`config.mk`:
```
export PLATFORM = sky130hd
export DESIGN_NAME = lfsr_msg_encrypter
export DESIGN_NICKNAME = d
export VERILOG_FILES = /design/src/rtl/lfsr_msg_encrypter.sv
export SDC_FILE = /design/constraint.sdc
export NUM_CORES = 1
export LEC_CHECK = 0
export CORE_MARGIN = 3
export CORE_UTILIZATION = 25
export CTS_BUF_LIST = sky130_fd_sc_hd__clkbuf_2 sky130_fd_sc_hd__clkbuf_4 sky130_fd_sc_hd__clkbuf_8
export CTS_CLUSTER_DIAMETER = 30
export DETAILED_ROUTE_END_ITERATION = 8
export GPL_TIMING_DRIVEN = 0
export PLACE_DENSITY = 0.52
export SKIP_LAST_GASP = 1
export SLEW_MARGIN = 20
export SYNTH_ARGS = -nofsm -noshare
export SYNTH_HDL_FRONTEND = slang
export SYNTH_SLANG_ARGS = --single-unit
```
`constraint.sdc`:
```
create_clock -name clk -period 6.7 [get_ports clk]
set_clock_uncertainty 0.05 [all_clocks]
set_input_delay 1.34 -clock clk [delete_from_list [all_inputs] [get_ports clk]]
set_output_delay 1.34 -clock clk [all_outputs]
set_load 0.02 [all_outputs]
```
`src/rtl/lfsr_msg_encrypter.sv`:
```
//
// lfsr_msg_encrypter
// ------------------
// Transmitter half of the LFSR message cipher. The engine reads three
// configuration bytes and a plaintext message from a shared single-port data
// memory. It writes N_CHARS ciphertext bytes back to that memory.
//
// Each ciphertext byte is built like this:
//   - p is 0x20 (ASCII space) for the first `pre` characters, which form the
//     preamble. After that, p is message byte i-pre.
//   - c[6:0] = (p - 0x20)[6:0] ^ lfsr
//   - c[7]   = even parity of c[6:0] when the parity build is selected,
//              and 0 otherwise.
//   - lfsr then advances as a Fibonacci LFSR:
//     lfsr <= {lfsr[5:0], ^(lfsr & taps)}
//
// Memory map (default parameters):
//   CFG_BASE+0 : pre_length. The low nibble is clamped to PRE_MIN..PRE_MAX.
//   CFG_BASE+1 : taps [6:0]
//   CFG_BASE+2 : LFSR seed [6:0]. A seed of 0 is replaced by 7'h01.
//   CT_BASE+i  : ciphertext byte i
//
// Build option:
//   LFSR_ENC_PARITY_EN - when defined, c[7] carries even parity over c[6:0].
//                        When undefined, c[7] is 0 and no parity tree exists.
//
// Ports:
//   clk          in   single clock; every flop updates on its rising edge
//   init_n       in   asynchronous active-low reset
//   req          in   launch request; only a rising edge (req=1, req_q=0)
//                     starts a run, and only from IDLE or DONE
//   ack          out  registered; high while the engine sits in DONE
//   mem_addr     out  data-memory address (combinational from state)
//   mem_rd_data  in   registered read data, valid the cycle after mem_addr
//   mem_wr_en    out  write strobe, high only in ENC_WR
//   mem_wr_data  out  write data, non-zero only in ENC_WR
//
// Handshake: the memory bus has no ready/valid pair. A read address is
// presented for one cycle and its data is consumed in the following cycle.
// A write is presented for one cycle with mem_wr_en=1, and the memory
// captures it on the next rising edge. req/ack is a level handshake in which
// only the rising edge of req is meaningful.

module lfsr_msg_encrypter #(
    parameter int CFG_BASE = 61,
    parameter int CT_BASE  = 64,
    parameter int N_CHARS  = 64,
    parameter int PRE_MIN  = 10,
    parameter int PRE_MAX  = 15
) (
    input  logic       clk,
    input  logic       init_n,
    input  logic       req,
    output logic       ack,
    output logic [7:0] mem_addr,
    input  logic [7:0] mem_rd_data,
    output logic       mem_wr_en,
    output logic [7:0] mem_wr_data
);

    // ------------------------------------------------------------------
    // Constants
    // ------------------------------------------------------------------
    localparam logic [7:0] CFG_ADDR_PRE  = 8'(CFG_BASE);
    localparam logic [7:0] CFG_ADDR_TAPS = 8'(CFG_BASE + 1);
    localparam logic [7:0] CFG_ADDR_SEED = 8'(CFG_BASE + 2);
    localparam logic [7:0] CT_ADDR_BASE  = 8'(CT_BASE);
    localparam logic [6:0] LAST_CHAR     = 7'(N_CHARS - 1);

    // The clamp compares at 8 bits so that PRE_MAX=15 is still a real
    // comparison against the zero-extended nibble.
    localparam logic [7:0] PRE_MIN_W = 8'(PRE_MIN);
    localparam logic [7:0] PRE_MAX_W = 8'(PRE_MAX);
    localparam logic [3:0] PRE_MIN_N = 4'(PRE_MIN);
    localparam logic [3:0] PRE_MAX_N = 4'(PRE_MAX);

    localparam logic [6:0] SPACE_7 = 7'h20;

    // ------------------------------------------------------------------
    // State
    // ------------------------------------------------------------------
    typedef enum logic [2:0] {
        IDLE   = 3'd0,
        CFG0   = 3'd1,
        CFG1   = 3'd2,
        CFG2   = 3'd3,
        CFG3   = 3'd4,
        ENC_RD = 3'd5,
        ENC_WR = 3'd6,
        DONE   = 3'd7
    } state_t;

    state_t     state_q, state_d;
    logic       req_q,   req_d;
    logic       ack_q,   ack_d;
    logic [3:0] pre_q,   pre_d;
    logic [6:0] taps_q,  taps_d;
    logic [6:0] lfsr_q,  lfsr_d;
    logic [6:0] i_q,     i_d;

    // ------------------------------------------------------------------
    // Datapath helpers
    // ------------------------------------------------------------------
    logic       req_rise;
    logic [7:0] pre_raw;
    logic [3:0] pre_clamped;
    logic [6:0] seed_fixed;
    logic       in_preamble;
    logic [6:0] plain_7;
    logic [6:0] cipher_7;
    logic       cipher_msb;
    logic       lfsr_fb;
    logic [7:0] rd_addr;
    logic [7:0] wr_addr;

    // Bit 7 of the read data never feeds the cipher. The 7-bit subtract
    // below already equals the low 7 bits of the 8-bit subtract.
    logic       unused_rd_msb;
    assign unused_rd_msb = mem_rd_data[7];

    assign req_rise = req & ~req_q;

    always_comb begin
        pre_raw     = {4'b0000, mem_rd_data[3:0]};
        pre_clamped = mem_rd_data[3:0];
        if (pre_raw < PRE_MIN_W) begin
            pre_clamped = PRE_MIN_N;
        end else if (pre_raw > PRE_MAX_W) begin
            pre_clamped = PRE_MAX_N;
        end
    end

    // An all-zero LFSR would lock up, so a zero seed is replaced by 1.
    assign seed_fixed = (mem_rd_data[6:0] == 7'h00) ? 7'h01 : mem_rd_data[6:0];

    assign in_preamble = (i_q < {3'b000, pre_q});

    // The read address is only meaningful once i >= pre. In the preamble it
    // wraps, and the data it returns is ignored.
    assign rd_addr = {1'b0, i_q} - {4'b0000, pre_q};
    assign wr_addr = CT_ADDR_BASE + {1'b0, i_q};

    always_comb begin
        plain_7  = in_preamble ? SPACE_7 : mem_rd_data[6:0];
        cipher_7 = (plain_7 - SPACE_7) ^ lfsr_q;
`ifdef LFSR_ENC_PARITY_EN
        cipher_msb = ^cipher_7;
`else
        cipher_msb = 1'b0;
`endif
    end

    assign lfsr_fb = ^(lfsr_q & taps_q);

    // ------------------------------------------------------------------
    // Process 1: state and datapath registers
    // ------------------------------------------------------------------
    always_ff @(posedge clk or negedge init_n) begin
        if (!init_n) begin
            state_q <= IDLE;
            req_q   <= 1'b0;
            ack_q   <= 1'b0;
            pre_q   <= 4'h0;
            taps_q  <= 7'h00;
            lfsr_q  <= 7'h00;
            i_q     <= 7'h00;
        end else begin
            state_q <= state_d;
            req_q   <= req_d;
            ack_q   <= ack_d;
            pre_q   <= pre_d;
            taps_q  <= taps_d;
            lfsr_q  <= lfsr_d;
            i_q     <= i_d;
        end
    end

    // ------------------------------------------------------------------
    // Process 2: next state and datapath next values
    // ------------------------------------------------------------------
    always_comb begin
        state_d = state_q;
        req_d   = req;
        pre_d   = pre_q;
        taps_d  = taps_q;
        lfsr_d  = lfsr_q;
        i_d     = i_q;

        unique case (state_q)
            IDLE: begin
                if (req_rise) state_d = CFG0;
            end
            CFG0: begin
                state_d = CFG1;
            end
            CFG1: begin
                pre_d   = pre_clamped;
                state_d = CFG2;
            end
            CFG2: begin
                taps_d  = mem_rd_data[6:0];
                state_d = CFG3;
            end
            CFG3: begin
                lfsr_d  = seed_fixed;
                i_d     = 7'h00;
                state_d = ENC_RD;
            end
            ENC_RD: begin
                state_d = ENC_WR;
            end
            ENC_WR: begin
                lfsr_d  = {lfsr_q[5:0], lfsr_fb};
                i_d     = i_q + 7'h01;
                state_d = (i_q == LAST_CHAR) ? DONE : ENC_RD;
            end
            DONE: begin
                if (req_rise) state_d = CFG0;
            end
            default: begin
                state_d = IDLE;
            end
        endcase

        // ack is registered from the next state. It therefore rises on the
        // same edge that enters DONE and falls on the edge that leaves it.
        ack_d = (state_d == DONE);
    end

    // ------------------------------------------------------------------
    // Process 3: outputs
    // ------------------------------------------------------------------
    always_comb begin
        mem_addr    = 8'h00;
        mem_wr_en   = 1'b0;
        mem_wr_data = 8'h00;

        unique case (state_q)
            CFG0:    mem_addr = CFG_ADDR_PRE;
            CFG1:    mem_addr = CFG_ADDR_TAPS;
            CFG2:    mem_addr = CFG_ADDR_SEED;
            ENC_RD:  mem_addr = rd_addr;
            ENC_WR: begin
                mem_addr    = wr_addr;
                mem_wr_en   = 1'b1;
                mem_wr_data = {cipher_msb, cipher_7};
            end
            default: mem_addr = 8'h00;
        endcase
    end

    assign ack = ack_q;

`ifndef SYNTHESIS
    // The message area below CT_BASE must never be overwritten.
    wr_addr_in_ct_area: assert property (
        @(posedge clk) disable iff (!init_n)
        mem_wr_en |-> (mem_addr >= CT_ADDR_BASE)
    );

    // ack and a write strobe can never coexist.
    ack_excludes_write: assert property (
        @(posedge clk) disable iff (!init_n)
        ack |-> !mem_wr_en
    );
`endif

endmodule

```
== Word level (Yosys, flattened, before mapping) ==
Index checks and enable logic that the tools add are counted.

* Output and inout port bits: 18
* Bits in registers: 30
* Input port bits: 11
* Word-level logic and storage cells: 42

* Muxes and demuxes: 11
* Bitwise logic cells: 4
* Add/sub/neg operators: 4
* Eq/ne operators: 9
* $lt $le $gt $ge: 2
* Reductions and logical operators: 5

{| class="wikitable"
|+ Operators with widths
! operator !! count
|-
| one-hot mux 8 bit (5 select lines) || 1
|-
| one-hot mux 7 bit (2 select lines) || 2
|-
| 2-to-1 mux 7 bit || 3
|-
| one-hot mux 3 bit (7 select lines) || 1
|-
| equality test 3 bit (second input constant) || 5
|-
| adder 7 x 7 -> 8 bit (first input constant) || 1
|-
| subtractor 7 x 4 -> 8 bit || 1
|-
| adder 7 x 1 -> 7 bit (second input constant) || 1
|-
| bitwise AND 7 bit || 1
|-
| equality test 7 x 6 -> 1 bit (second input constant) || 1
|-
| zero test 7 bit || 1
|-
| < comparator 7 x 4 -> 1 bit || 1
|-
| XOR reduction 7 bit || 1
|-
| subtractor 7 x 6 -> 7 bit (second input constant) || 1
|-
| bitwise XOR 7 bit || 1
|-
| equality test 3 x 2 -> 1 bit (second input constant) || 2
|-
| < comparator 4 bit (second input constant) || 1
|-
| 2-to-1 mux 4 bit || 1
|-
| equality test 3 x 1 -> 1 bit (second input constant) || 1
|-
| zero test 3 bit || 1
|-
| 2-to-1 mux 3 bit || 1
|-
| 2-to-1 mux 2 bit || 1
|-
| nonzero test 2 bit || 1
|-
| OR reduction 2 bit || 1
|-
| 3 further kinds || 3
|}

== Depth between registers and ports, before layout ==
Gate-level depths: netlist of the first run.

* Word-level depth: 5
* Gate-level depth with buffers: 10
* Mapped depth without buffers: 10

== Worst setup path after synthesis of the first run ==
Ideal clock, no wire load.

* Path type: register to output
* Start point: register i_q[0]
* End point: output port mem_addr[6]
* Cell stages (with the launch flop): 11
* Data required time: 5310 ps
* Setup slack: 3309 ps
* Arrival: 2001 ps
* Path buffers: 0
* Path through: dfrtp_1 -> inv_1 -> ha_1 -> inv_1 -> fa_1 -> a21o_1 -> a21oi_2 -> nand2_2 -> nand2b_1 -> a22oi_1 -> nor2b_1

* Longest elaborated chain between the ends: 2
* Elaborated cells on any way between the ends: 3
* Classes of those cells: 2 x add/sub; 1 x mux

{| class="wikitable"
|+ Ends and longest elaborated chain
! element !! RTL line !! source
|-
| start, declared || 99 || <nowiki>logic [6:0] i_q, i_d;</nowiki>
|-
| start signal, assigned || 174 || <nowiki>i_q <= i_d;</nowiki>
|-
| adder 7 x 7 -> 8 bit / subtractor 7 x 4 -> 8 bit (equally long branches) || 141, 140 ||
|-
| one-hot mux 8 bit (5 select lines) * || 238 || <nowiki>unique case (state_q)</nowiki>
|-
| end, declared || 55 || <nowiki>output logic [7:0] mem_addr,</nowiki>
|}

Mark *: on every way between the ends. The rest lies on a longest branch, timed or not.

== Worst setup path after layout of the first run ==
Ends and elaborated chain as after synthesis.

==> reports/results.tsv, run 1 <==
stage	metric	value	unit
final_layout	area_growth	26.9	%
final_layout	drive_gt1_frac	0.130	
die	dieArea	8720	sq um
route	first_pass_iters	4	
yosys	synth_top_area_frac	0.393	
final_layout	diodes	0	
timing	relSlewSlack	0.651	
worst_setup_path	critPathLaunchType	flop	
yosys	synth_edf_count	0	
power	power_density	254	nW/um^2
route	wl	4710	microns
global_route	grt.total_usage	0.118	
yosys	avgSynthCellArea	8.72	sq um
global_route	grt-ovfl-total	0	
worst_setup_path	critPathRequiredTime	5310	ps
timing	tightest_slew	524	ps
yosys	synth_top_cell_by_area	dfrtp_1	
place	gp_congestion	0.768	
route	postRouteAntennaNets	0	
clock_network	ctsLongestPathBuffers	2	
yosys	yosysSeqAreaShare	0.393	
clock_network	post_cts_buffers	0	
global_route	antenna_found_initial	0	
power	ir_drop	134	uV
yosys	ys.flop_type	dfrtp_1	
worst_setup_path	worst_path_dominant_cell_family	buffers and inverters	
yosys	synth_nets	236	
flow_run	drv_cap	0	
final_layout	final_cell_mix	34 x nand2_1, 30 x dfrtp_1, 25 x clkdlybuf4s50_1	
die	initial_core_util	0.260	
die	io_pins	29	
clock_network	root_buffer	clkbuf_8	
place	port_buffers	26	
die	die_w	93.4	microns
yosys	postSynth.asyncResetShare	1.00	
final_layout	fin_nets	270	
power	leakagePower	1.11	nW
worst_setup_path	critPathSlowestCell	clkdlybuf4s50_1	
global_route	grt_pass1_wl	8140	microns
timing	fin_crit	4430	ps
clock_network	htreeDepth	2	
route	vias	1570	
worst_hold_path	hp-class	reg2reg	
route	wl_per_cell	13.3	microns
worst_setup_path	arrival	3040	ps
timing	finalSetupTns	0	ps
yosys	ys_ff_latch	30	
power	p_total	614	uW
timing	setup_viol	0	
timing	rsz0062_at_grt	false	
final_layout	final_cells	353	
yosys	ys_warn_count	0	
yosys	synthCells	219	
outcome	status	completed	
clock_network	clkSlewWorstSetupHoldPaths	70	ps
die	fp.coreArea	7330	sq um
yosys	synth_area	1910	sq um
worst_setup_path	end_kind	output pin	
worst_setup_path	crit_top_cell	inv_1	
final_layout	final_common_cell	nand2_1	
place	place.detailed.hpwl	3490	microns
yosys	ys_types	38	
route	viasPerCell	4.45	
place	dp.cells	345	
die	die_h	93.4	microns
clock_network	clock_latency	290	ps
clock_network	cts_buffers	5	
worst_setup_path	timing_worst_setup_path_type	reg2out	
timing	fmax	0.226	GHz
clock_network	cts_resized	0	
worst_setup_path	crit_chain	inv_1, ha_1, inv_1, fa_1, a21o_1, a21oi_2, nand2_2, nand2b_1, a22oi_1, nor2b_1, clkdlybuf4s50_1	
worst_setup_path	max_stage_delay	610	ps
worst_setup_path	critPathBufInv	3	
die	core.rowCount	31	
route	drtIter0Drc	76	
global_route	grt_pass1_vias	1663	
timing	finalCritPeriodShare	0.661	
clock_network	cts_hold_buffers	0	
worst_setup_path	cp_max_fo	7	
timing	drv_slew	0	
yosys	synthTopCellsByArea	dfrtp_1 39%, nand2_1 6.7%, xor2_1 5.0%	
clock_network	cts_tree	done	
clock_network	cts.sinks	30	
global_route	grt_start_max_net_pins	24	
timing	hold_violations	0	
timing	hold_slack	446	ps
route	drcViolationCount	0	
==> final timing paths <==
check                      cells after the start  slack, ps          end  startpoint
max                                           11       2270  mem_addr[6]      i_q[0]
min                                            2        450     pre_q[2]    pre_q[2]
max reg2reg                                    6       5110   state_q[1]      i_q[1]
min reg2reg                                    2        450     pre_q[2]    pre_q[2]
max in group asynchronous                      2       5360    taps_q[4]      init_n
min in group asynchronous                      1        850       i_q[3]      init_n
==> metal layers <==
metal | GRT usage | up-vias | share of wire
li1 | - | 797 | -
met1 | 0.158 | 735 | 0.48
met2 | 0.189 | 31 | 0.46
met3 | 0.0249 | 7 | 0.040
met4 | 0.0379 | 0 | 0.014
met5 | 0 | - | 0
==> layout make-up <==
cell class | instances | area (sq um)
Clock buffer | 7 | 83.8
Multi-Input combinational cell | 164 | 1030
Sequential cell | 30 | 751
Clock inverter | 1 | 30.0
Timing Repair Buffer | 27 | 275
Fill cell | 777 | 4910
Buffer | 15 | 88.8
Tap cell | 99 | 124
Inverter | 10 | 40.0
==> synthesized netlist by cell type (all sizes together), types with 2 or more instances <==
| master | n |
|---|---|
| nand2 | 35 |
| dfrtp | 30 |
| nor2 | 24 |
| o21ai | 21 |
| a21oi | 13 |
| xor2 | 11 |
| inv | 10 |
| buf | 9 |
| mux2i | 8 |
| mux2 | 7 |
| clkbuf | 6 |
| nor3 | 6 |
| xnor2 | 6 |
| ha | 5 |
| a221o | 4 |
| nor2b | 4 |
| nand2b | 3 |
| and3 | 2 |
| nand3 | 2 |
| or2 | 2 |
==> worst register-to-register path, stage by stage, from the launching register on <==
cell and delay, ps:
dfrtp_1 450, ha_1 220, and3_1 240, nand3_1 160, o21ai_0 220, a21oi_1 90
nor2_1 100
==> sequential cells by signal, summed over array words and instances (netlist names) <==
register	flops
pre_q	4
req_q	1
i_q	7
taps_q	7
ack	1
lfsr_q	7
state_q	3
==> power breakdown <==
group | switching, mW | internal, mW | leakage, nW
clock network | 0.0699 | 0.119 | 0.0593
registers | 0.0289 | 0.207 | 0.350
logic | 0.0922 | 0.0974 | 0.700
total | 0.191 | 0.423 | 1.11
==> metrics by stage <==
step,setup WS [ps],area [sq um],util
detailed placement,2280,2310,0.315
global route,2080,2420,0.330
finish,2270,2420,0.330
global placement,2290,2290,0.313
CTS,2240,2420,0.330
floorplan,3310,1910,-
==> logic make-up (layout without fill, tap and decap cells) <==
kind of cell | Yosys count | count (layout) | synth area share
AND/OR/NAND/NOR | 80 | 80 | 0.186
adder cells (fa/ha/maj) | 6 | 6 | 0.0433
flip-flops | 30 | 30 | 0.393
other | 1 | 1 | 0.00196
multiplexers | 15 | 15 | 0.0832
AO/OA/AOI/OAI | 45 | 45 | 0.147
buffers and inverters | 25 | 60 | 0.0675
XOR/XNOR | 17 | 17 | 0.0780
(Power assumes the default switching activity.)
==> run 2: changes to the inputs <==
Settings changed: PLACE_DENSITY 0.52 to 0.54.
Clock period 6.7 ns to 3.55 ns, I/O delays scaled along.
==> reports/results.tsv, run 2 (synthesis results as in run 1) <==
stage	metric	value	unit
power	power_density	445	nW/um^2
final_layout	fin_nets	269	
die	initial_core_util	0.260	
route	wl_per_cell	13.8	microns
timing	finalCritPeriodShare	0.954	
worst_setup_path	worstReg2RegStart	i_q[1]	
route	viasPerCell	4.56	
place	gp_congestion	0.816	
timing	hold_slack	417	ps
route	drtIter0Drc	45	
power	leakagePower	1.11	nW
clock_network	root_buffer	clkbuf_8	
clock_network	post_cts_buffers	0	
global_route	grt_pass1_vias	1625	
worst_setup_path	cp_max_fo	5	
timing	setup_viol	0	
global_route	use_met1	0.153	
timing	hold_violations	0	
global_route	grt-ovfl-total	0	
clock_network	cts_hold_buffers	0	
worst_setup_path	reg2reg_slack	1960	ps
timing	rsz0062_at_grt	false	
clock_network	cts_buffers	5	
worst_setup_path	end_kind	output pin	
timing	drv_slew	0	
clock_network	cts_tree	done	
final_layout	diodes	0	
worst_setup_path	arrival	2630	ps
outcome	status	completed	
clock_network	htreeDepth	2	
global_route	met3_usage	0.0314	
worst_setup_path	r2r-end	state_q[1]	
place	place.detailed.hpwl	3440	microns
place	port_buffers	26	
timing	fmax	0.295	GHz
final_layout	final_core_util	0.325	
final_layout	final_cell_mix	34 x nand2_1, 30 x dfrtp_1, 24 x nor2_1	
final_layout	reg_top3	i_q x7, lfsr_q x7, taps_q x7	
die	core.rowCount	31	
global_route	antenna_found_initial	0	
worst_setup_path	crit_start	i_q[0]	
final_layout	drive_gt1_frac	0.126	
final_layout	area_growth	25.0	%
timing	tightest_slew	704	ps
timing	finalSetupTns	0	ps
global_route	grt_start_max_net_pins	31	
global_route	met2_usage	0.195	
final_layout	register_area	751	sq um
worst_hold_path	hp-class	in2async	
route	drcViolationCount	0	
route	vias	1605	
power	ir_drop	194	uV
timing	fin_crit	3390	ps
die	dieArea	8720	sq um
clock_network	clock_latency	280	ps
worst_setup_path	timing_worst_setup_path_type	reg2out	
die	die_w	93.4	microns
timing	relSlewSlack	0.531	
worst_setup_path	critPathLaunchType	flop	
global_route	grt.total_usage	0.118	
route	first_pass_iters	4	
route	wl	4840	microns
die	io_pins	29	
clock_network	clkSlewWorstSetupHoldPaths	70	ps
flow_run	drv_cap	0	
die	die_h	93.4	microns
worst_setup_path	critPathRequiredTime	2790	ps
timing	fin_ws	162	ps
place	place_ws	89.6	ps
worst_setup_path	reg2reg_depth	6	
clock_network	cts.sinks	30	
worst_setup_path	critPathCapture	mem_addr[6]	
die	fp.coreArea	7330	sq um
final_layout	multi_input_area	1040	sq um
final_layout	final_common_cell	nand2_1	
global_route	top_usage_layer	met2	
clock_network	ctsLongestPathBuffers	2	
final_layout	n_fill_cell	777	
route	postRouteAntennaNets	0	
global_route	grt_pass1_wl	8050	microns
run 2: worst min-delay path by stage:
stage	startpoint	cells after the start	endpoint
after detailed placement	pre_q[3]	2	pre_q[3]
final	init_n	1	i_q[5]
after floorplan	init_n	0	ack
after global routing	pre_q[3]	2	pre_q[3]
after global placement	pre_q[3]	2	pre_q[3]
after CTS	pre_q[3]	2	pre_q[3]
run 2: through the flow:
step / power, mW / instances / area, sq um
global placement: 0.809 / 344 / 2290
finish: 1.06 / 352 / 2390
global route: 1.12 / 352 / 2390
floorplan: 0.661 / 219 / 1910
CTS: 1.08 / 352 / 2370
detailed placement: 0.812 / 344 / 2290
run 2: cell type report:
cell class                 instances  share of cell area
multi-input combinational        164               0.437
clock buffer                       6              0.0346
inverter                          10              0.0168
tap                               99              0.0519
buffer                            15              0.0372
clock inverter                     2             0.00524
timing repair buffer              26               0.103
sequential                        30               0.315
run 2: power by group:
group | internal (mW) | switching (mW)
Clock | 0.156 | 0.143
Combinational | 0.149 | 0.174
Sequential | 0.390 | 0.0522
Total | 0.694 | 0.369
run 2: per-layer routing:
layer / vias up / part of all wire
met2: 31 / 0.46
met4: 0 / 0.0050
met3: 2 / 0.048
li1: 796 / -
met1: 776 / 0.49
met5: - / 0
run 2: what timing repair did:
item / in CTS / in global routing
resized for setup: 9 / 3
pin swaps: 0 / 1
endpoints found under the setup margin: 9 / 7
run 2: critical path, stage by stage, from the launching register on:
cell	delay [ps]
dfrtp_1	430
inv_1	90
ha_1	160
inv_1	50
fa_1	410
a21o_1	210
a21oi_4	220
a21oi_1	90
nand2b_1	140
a22oi_1	180
nor2b_1	70
clkdlybuf4s15_1	290
==> run 3: changes to the inputs <==
Settings changed: CAP_MARGIN set to 20.
==> results of run 3 <==
No change in the layout: final DEF, timing and power equal those of run 2.
==> patch 1, RTL diff (flow settings as in run 1) <==
Add a define of `LFSR_ENC_PARITY_EN`.
--- a/src/rtl/lfsr_msg_encrypter.sv
+++ b/src/rtl/lfsr_msg_encrypter.sv
@@ -42,2 +42,4 @@
 // only the rising edge of req is meaningful.
+
+`define LFSR_ENC_PARITY_EN
 
Formal check against the unedited RTL: not equivalent (Yosys sat finds a counterexample within 10 cycles, from zero or initial values).
==> patch 1 against run 1 <==
Final area up 2.3%; sequential cell count unchanged; first-iteration DRC count up 20%; total power up 21%; sequential share of layout area down 0.70 points; setup slack worse by 0.39 ns; count of clock-buffer cells in the layout unchanged; clock power down 18%; routed wire length up 5.7%; synthesized area up 3.5%; maximum frequency down 8.0%; critical endpoint is now mem_wr_data[7]; highest routed layer unchanged.
==> patch 1: results (changes against run 1) <==
{| class="wikitable"
! Metric !! Value
|-
| Layout cells sized above 1 || 8.582% (-4.4 points)
|-
| Biggest regs || i_q x7, lfsr_q x7, taps_q x7
|-
| Wire length of the first global-routing pass || 8169 um (+0.42%)
|-
| HPWL after DPL || 3600 um (+3.0%)
|-
| Antenna violations before repair || 0 (unchanged)
|-
| Count of cells resized by post-cts repair || 0 (unchanged)
|-
| CP delay by family, top || simple AND/OR/NAND/NOR gates
|-
| Destination of the worst register-to-register timing path || taps_q[5]
|-
| Slowest CP cell || clkdlybuf4s50_1
|-
| Leakage power figure || 1.123 nW (+1.1%)
|-
| Post-route insts no fill || 367 (+4.0%)
|-
| Post-CTS setup repair buffer count || 0 (unchanged)
|-
| Maximum buffer depth of the clock tree || 2 (unchanged)
|-
| Synthesized instance count || 233 (+6.4%)
|-
| Post-route antenna net violation count || 0 (unchanged)
|-
| Insertion delay to the later sink of the worst-skew pair || 0.28 ns
|-
| R2R cell count || 5 (-1)
|-
| Highest fanout seen on the critical path || 9 (+2)
|-
| Detailed router's first-iteration violation count || 91 (+20%)
|-
| Net Sw Power || 0.0002767 W (+45%)
|-
| GRT Total Usage || 11.68% (-0.11 points)
|-
| Count of fill cells added during filler insertion || 819 (+5.4%)
|-
| Most common library cells after synthesis || nand2_1, dfrtp_1, nor2_1
|-
| VDD IR-drop max || 276.1 uV (+110%)
|-
| RR Startpoint || state_q[1]
|-
| Commonest register cell after synthesis || dfrtp_1
|-
| Proportion of register bits with asynchronous set or reset after synthesis || 100.0% (unchanged)
|-
| Endpoint of the most critical setup path || mem_wr_data[7]
|-
| Delay of the slowest cell on the worst path || 0.65 ns (+0.04 ns)
|-
| Antenna Cells || 0 (unchanged)
|-
| Pin count of the biggest net entering global routing || 19 (-21%)
|-
| Source of the critical timing path || i_q[0]
|-
| First drt pass iteration count || 4 (unchanged)
|-
| Tightest Hold Check Type || flop to flop
|-
| Endpoint arrival time on the critical path || 3.43 ns (+0.39 ns)
|-
| Via count || 1713 (+9.1%)
|-
| Slew at the pin closest to its max-slew limit || 0.6037 ns (+0.08018 ns)
|-
| Total number of H-tree levels || 2 (unchanged)
|-
| Worst-case register-to-register setup slack || 5.05 ns (-0.06 ns)
|-
| Global placement routability congestion || 0.7937 (+3.3%)
|-
| Root buffer cell || clkbuf_8
|-
| Share of the yosys chip area belonging to registers || 37.97% (-1.3 points)
|-
| Leading cell types by total area after synthesis || dfrtp_1, nand2_1, xnor2_1
|-
| TritonCTS Buffers || 5 (unchanged)
|-
| Status || finished, final reports clean
|-
| Final setup TNS || 0 ns (unchanged)
|-
| Number of warning messages in the yosys log || 0 (unchanged)
|-
| Placed Cells incl. Taps || 359 (+4.1%)
|-
| Count of buffers from port buffering || 26 (unchanged)
|-
| Wirelength per Cell || 13.56 um (+1.6%)
|-
| Syn_nets || 250 (+5.9%)
|-
| Clock transition at the registers of the reported paths || 0.07 ns (about the same)
|-
| Number of unique standard cell types used by synthesis || 35 (-7.9%)
|-
| Final #Nets || 284 (+5.2%)
|}
[patch 1: changes by cell type after synthesis, sizes merged, moves of 2 or more]
cell | before | now
nor2 | 24 | 22
o21ai | 21 | 19
xnor2 | 6 | 14
buf | 9 | 4
nor3 | 6 | 8
a21oi | 13 | 16
xor2 | 11 | 14
clkbuf | 6 | 11
[patch 1: cells by family after synthesis]
family / after synthesis / synth area share, %
compound gates: 47 / 14.24
xor+xnor: 28 / 12.41
fa+ha+maj: 6 / 4.177
buf+inv: 25 / 5.126
flops: 30 / 37.97
mux: 15 / 8.038
simple gates: 82 / 18.04
[patch 1: final cells by class]
class                   instances  area, sq um  area share [%]
plain buffers                  15        63.81           2.574
clock buffers                   7        90.09           3.635
clock inverters                 1        5.005          0.2019
inverters                      10        37.54           1.514
multi-input cells             178         1125           45.38
flip-flops and latches         30        750.7           30.29
well taps                      99        123.9           4.997
repair buffers                 27        282.8           11.41
[patch 1: routing by layer]
metal / up-vias / routed length [um] / track usage, %
met3: 4 / 241 / 2.629
met4: 0 / 38 / 2.885
met5: - / 0 / 0
met1: 808 / 2521 / 16.85
met2: 48 / 2174 / 17.62
li1: 853 / - / -
[patch 1: how the worst min path moves through the flow]
stage / start / to / slack, ns / cells after the start
6_report: pre_q[3] / pre_q[3] / 0.42 / 2
5_1_grt: pre_q[3] / pre_q[3] / 0.44 / 2
4_1_cts: pre_q[3] / pre_q[3] / 0.43 / 2
3_5_place_dp: pre_q[3] / pre_q[3] / 0.42 / 2
3_3_place_gp: pre_q[3] / pre_q[3] / 0.39 / 2
2_1_floorplan: pre_q[3] / pre_q[3] / 0.37 / 2
[patch 1: power by group through the flow]
stage	registers (W)	logic, W	clock network [W]
finish	0.000247	0.000344	0.000155
global route	0.000252	0.000378	0.000166
CTS	0.000247	0.000347	0.000160
detailed placement	0.000250	0.000343	0
global placement	0.000250	0.000342	0
floorplan	0.000238	0.000225	0
[patch 1: per-stage QoR]
step | instance area, sq um | setup WS [ns] | util (%)
5_1_grt | 2479 | 1.651 | 33.28
6_report | 2479 | 1.884 | 33.28
3_5_place_dp | 2384 | 1.920 | 32.01
4_1_cts | 2479 | 1.868 | 33.28
2_1_floorplan | 1977 | 2.783 | -
3_3_place_gp | 2361 | 1.941 | 31.70
[patch 1: worst register-to-register path: stages (launching register included)]
cell	delay [ns]
dfrtp_1	0.36
buf_4	0.17
nand2_1	0.10
or2_1	0.11
clkbuf_1	0.37
mux2_2	0.39
==> patch 2, RTL diff (settings of run 1) <==
Without the edit above. The 8 states of `state_t` get a Gray code encoding in 3 bits.
--- a/src/rtl/lfsr_msg_encrypter.sv
+++ b/src/rtl/lfsr_msg_encrypter.sv
@@ -82,10 +82,10 @@
     typedef enum logic [2:0] {
-        IDLE   = 3'd0,
-        CFG0   = 3'd1,
-        CFG1   = 3'd2,
-        CFG2   = 3'd3,
-        CFG3   = 3'd4,
-        ENC_RD = 3'd5,
-        ENC_WR = 3'd6,
-        DONE   = 3'd7
+        IDLE   = 3'b000,
+        CFG0   = 3'b001,
+        CFG1   = 3'b011,
+        CFG2   = 3'b010,
+        CFG3   = 3'b110,
+        ENC_RD = 3'b111,
+        ENC_WR = 3'b101,
+        DONE   = 3'b100
     } state_t;
Behaviour: no difference found for any inputs over 10 cycles, from zero or initial values; not proved beyond that.
==> patch 2 against run 1 <==
Register-to-register slack got worse by 0.11 ns; die area rose by 1.5%; sequential cell count did not move; setup slack got worse by 0.017 ns; routed wire length rose by 8.7%; synthesized area rose by 1.6%; final area rose by 0.83%; critical endpoint is now mem_addr[4].
Power is not compared: it rests on default switching activity, and its combinational part moved more than twofold at a synthesized area within 25%.
==> patch 2: results (changes against run 1) <==
{| class="wikitable"
! Metric !! Value
|-
| Status || finished, final reports clean
|-
| Antenna violations before repair || 0 (unchanged)
|-
| Placed Cells incl. Taps || 347 (+0.58%)
|-
| First drt pass iteration count || 4 (unchanged)
|-
| Antenna Cells || 0 (unchanged)
|-
| Destination of the worst register-to-register timing path || ack
|-
| Worst-case register-to-register setup slack || 5.00 ns (-0.11 ns)
|-
| Vias in the first global route || 1640 (-1.4%)
|-
| Root buffer cell || clkbuf_8
|-
| Count of cells resized by post-cts repair || 0 (unchanged)
|-
| Average cell area after synthesis || 8.781 sq um (+0.72%)
|-
| Delay of the slowest cell on the worst path || 0.64 ns (+0.03 ns)
|-
| Worst-case hold path end point || pre_q[3]
|-
| Slew at the pin closest to its max-slew limit || 0.5502 ns (+0.02661 ns)
|-
| Insertion delay to the later sink of the worst-skew pair || 0.29 ns (about the same)
|-
| Number of warning messages in the yosys log || 0 (unchanged)
|-
| Via count || 1696 (+8.0%)
|-
| Wirelength per Cell || 14.42 um (+8.1%)
|-
| R2R cell count || 5 (-1)
|-
| Layout cells sized above 1 || 12.50% (-0.49 points)
|-
| Total placed instance area || 2347 sq um (+1.7%)
|-
| Syn_nets || 238 (+0.85%)
|-
| Detailed router's first-iteration violation count || 105 (+38%)
|-
| Leading cell types by total area after synthesis || dfrtp_1, nand2_1, nor2_1
|-
| VDD IR-drop max || 69.07 uV
|-
| Slowest CP cell || clkdlybuf4s50_1
|-
| RR Startpoint || i_q[1]
|-
| Post-route insts no fill || 355 (+0.57%)
|-
| HPWL after DPL || 3914 um (+12%)
|-
| Clock transition at the registers of the reported paths || 0.06 ns
|-
| Highest fanout seen on the critical path || 9 (+2)
|-
| Count of buffers from port buffering || 26 (unchanged)
|-
| Proportion of register bits with asynchronous set or reset after synthesis || 100.0% (unchanged)
|-
| Hold slack || 0.4198 ns (-0.02647 ns)
|-
| Maximum buffer depth of the clock tree || 2 (unchanged)
|-
| Most common library cells after synthesis || dfrtp_1, nand2_1, nor2_1
|-
| Pin count of the biggest net entering global routing || 19 (-21%)
|-
| Number of unique standard cell types used by synthesis || 44 (+16%)
|-
| Global placement routability congestion || 0.8947 (+16%)
|-
| Post-CTS setup repair buffer count || 0 (unchanged)
|-
| Critical hold path startpoint || pre_q[3]
|-
| Share of the yosys chip area belonging to registers || 38.68% (-0.63 points)
|-
| GRT Total Usage || 12.55% (+0.76 points)
|-
| Endpoint arrival time on the critical path || 3.06 ns (+0.02 ns)
|-
| Final #Nets || 272 (+0.74%)
|-
| Wire length of the first global-routing pass || 8590 um (+5.6%)
|}
## patch 2: cell types whose count changed after synthesis, sizes merged, moves of 3 or more
| cell | run 1 | this run |
|---|---|---|
| a221o | 4 | 1 |
| clkbuf | 6 | 1 |
| mux2i | 8 | 0 |
| nand2 | 35 | 29 |
| nand3 | 2 | 5 |
| o22ai | 0 | 7 |
| o31ai | 1 | 8 |
## patch 2: logic make-up after synthesis
group,Yosys count,synth area share (%)
adder cells (fa/ha/maj),6,4.255
XOR/XNOR,18,8.124
AO/OA/AOI/OAI,61,21.47
buffers and inverters,21,5.351
other,1,0.1932
AND/OR/NAND/NOR,77,17.86
multiplexers,7,4.062
flip-flops,30,38.68
## patch 2: metal layers
metal	global-route usage [%]	wire length, um
met5	0	0
met3	2.885	234
met2	19.69	2413
met4	3.249	53
met1	17.32	2420
## patch 2: how the worst max path moves through the flow
stage / start / cells after the start / to / slack, ns
floorplan: i_q[0] / 9 / mem_addr[4] / 3.26
CTS: i_q[0] / 10 / mem_addr[4] / 2.22
finish: i_q[0] / 10 / mem_addr[4] / 2.25
global placement: mem_rd_data[5] / 6 / mem_wr_data[6] / 2.27
global route: i_q[0] / 10 / mem_addr[4] / 2.02
detailed placement: mem_rd_data[5] / 6 / mem_wr_data[6] / 2.27
## patch 2: through the flow
| step | total power, W | util, % | setup WS, ns |
|---|---|---|---|
| 2_1_floorplan | 0.0001943 | - | 3.258 |
| 3_3_place_gp | 0.0002088 | 31.38 | 2.268 |
| 3_5_place_dp | 0.0002104 | 31.68 | 2.266 |
| 4_1_cts | 0.0003706 | 32.97 | 2.218 |
| 5_1_grt | 0.0003803 | 32.97 | 2.016 |
| 6_report | 0.0003634 | 32.97 | 2.252 |
## patch 2: report_power, final
part / leakage (nW) / internal [W] / total (W) / switching (W)
Sequential: 0.371 / 0.000182 / 0.000182 / 0.000000262
Combinational: 0.656 / 0.0000117 / 0.0000244 / 0.0000127
Clock: 0.0472 / 0.0000825 / 0.000157 / 0.0000746
## patch 2: area by class of cell
type	count	area (sq um)
clock inverters	2	12.51
clock buffers	6	82.58
fillers	778	4966
plain buffers	11	66.31
well taps	99	123.9
repair buffers	27	282.8
multi-input cells	170	1086
inverters	10	37.54
flip-flops and latches	30	750.7
## patch 2: worst min-delay path, stage by stage, from the launching register on
cell	delay, ns
dfrtp_1	0.32
inv_1	0.06
nand2_1	0.06
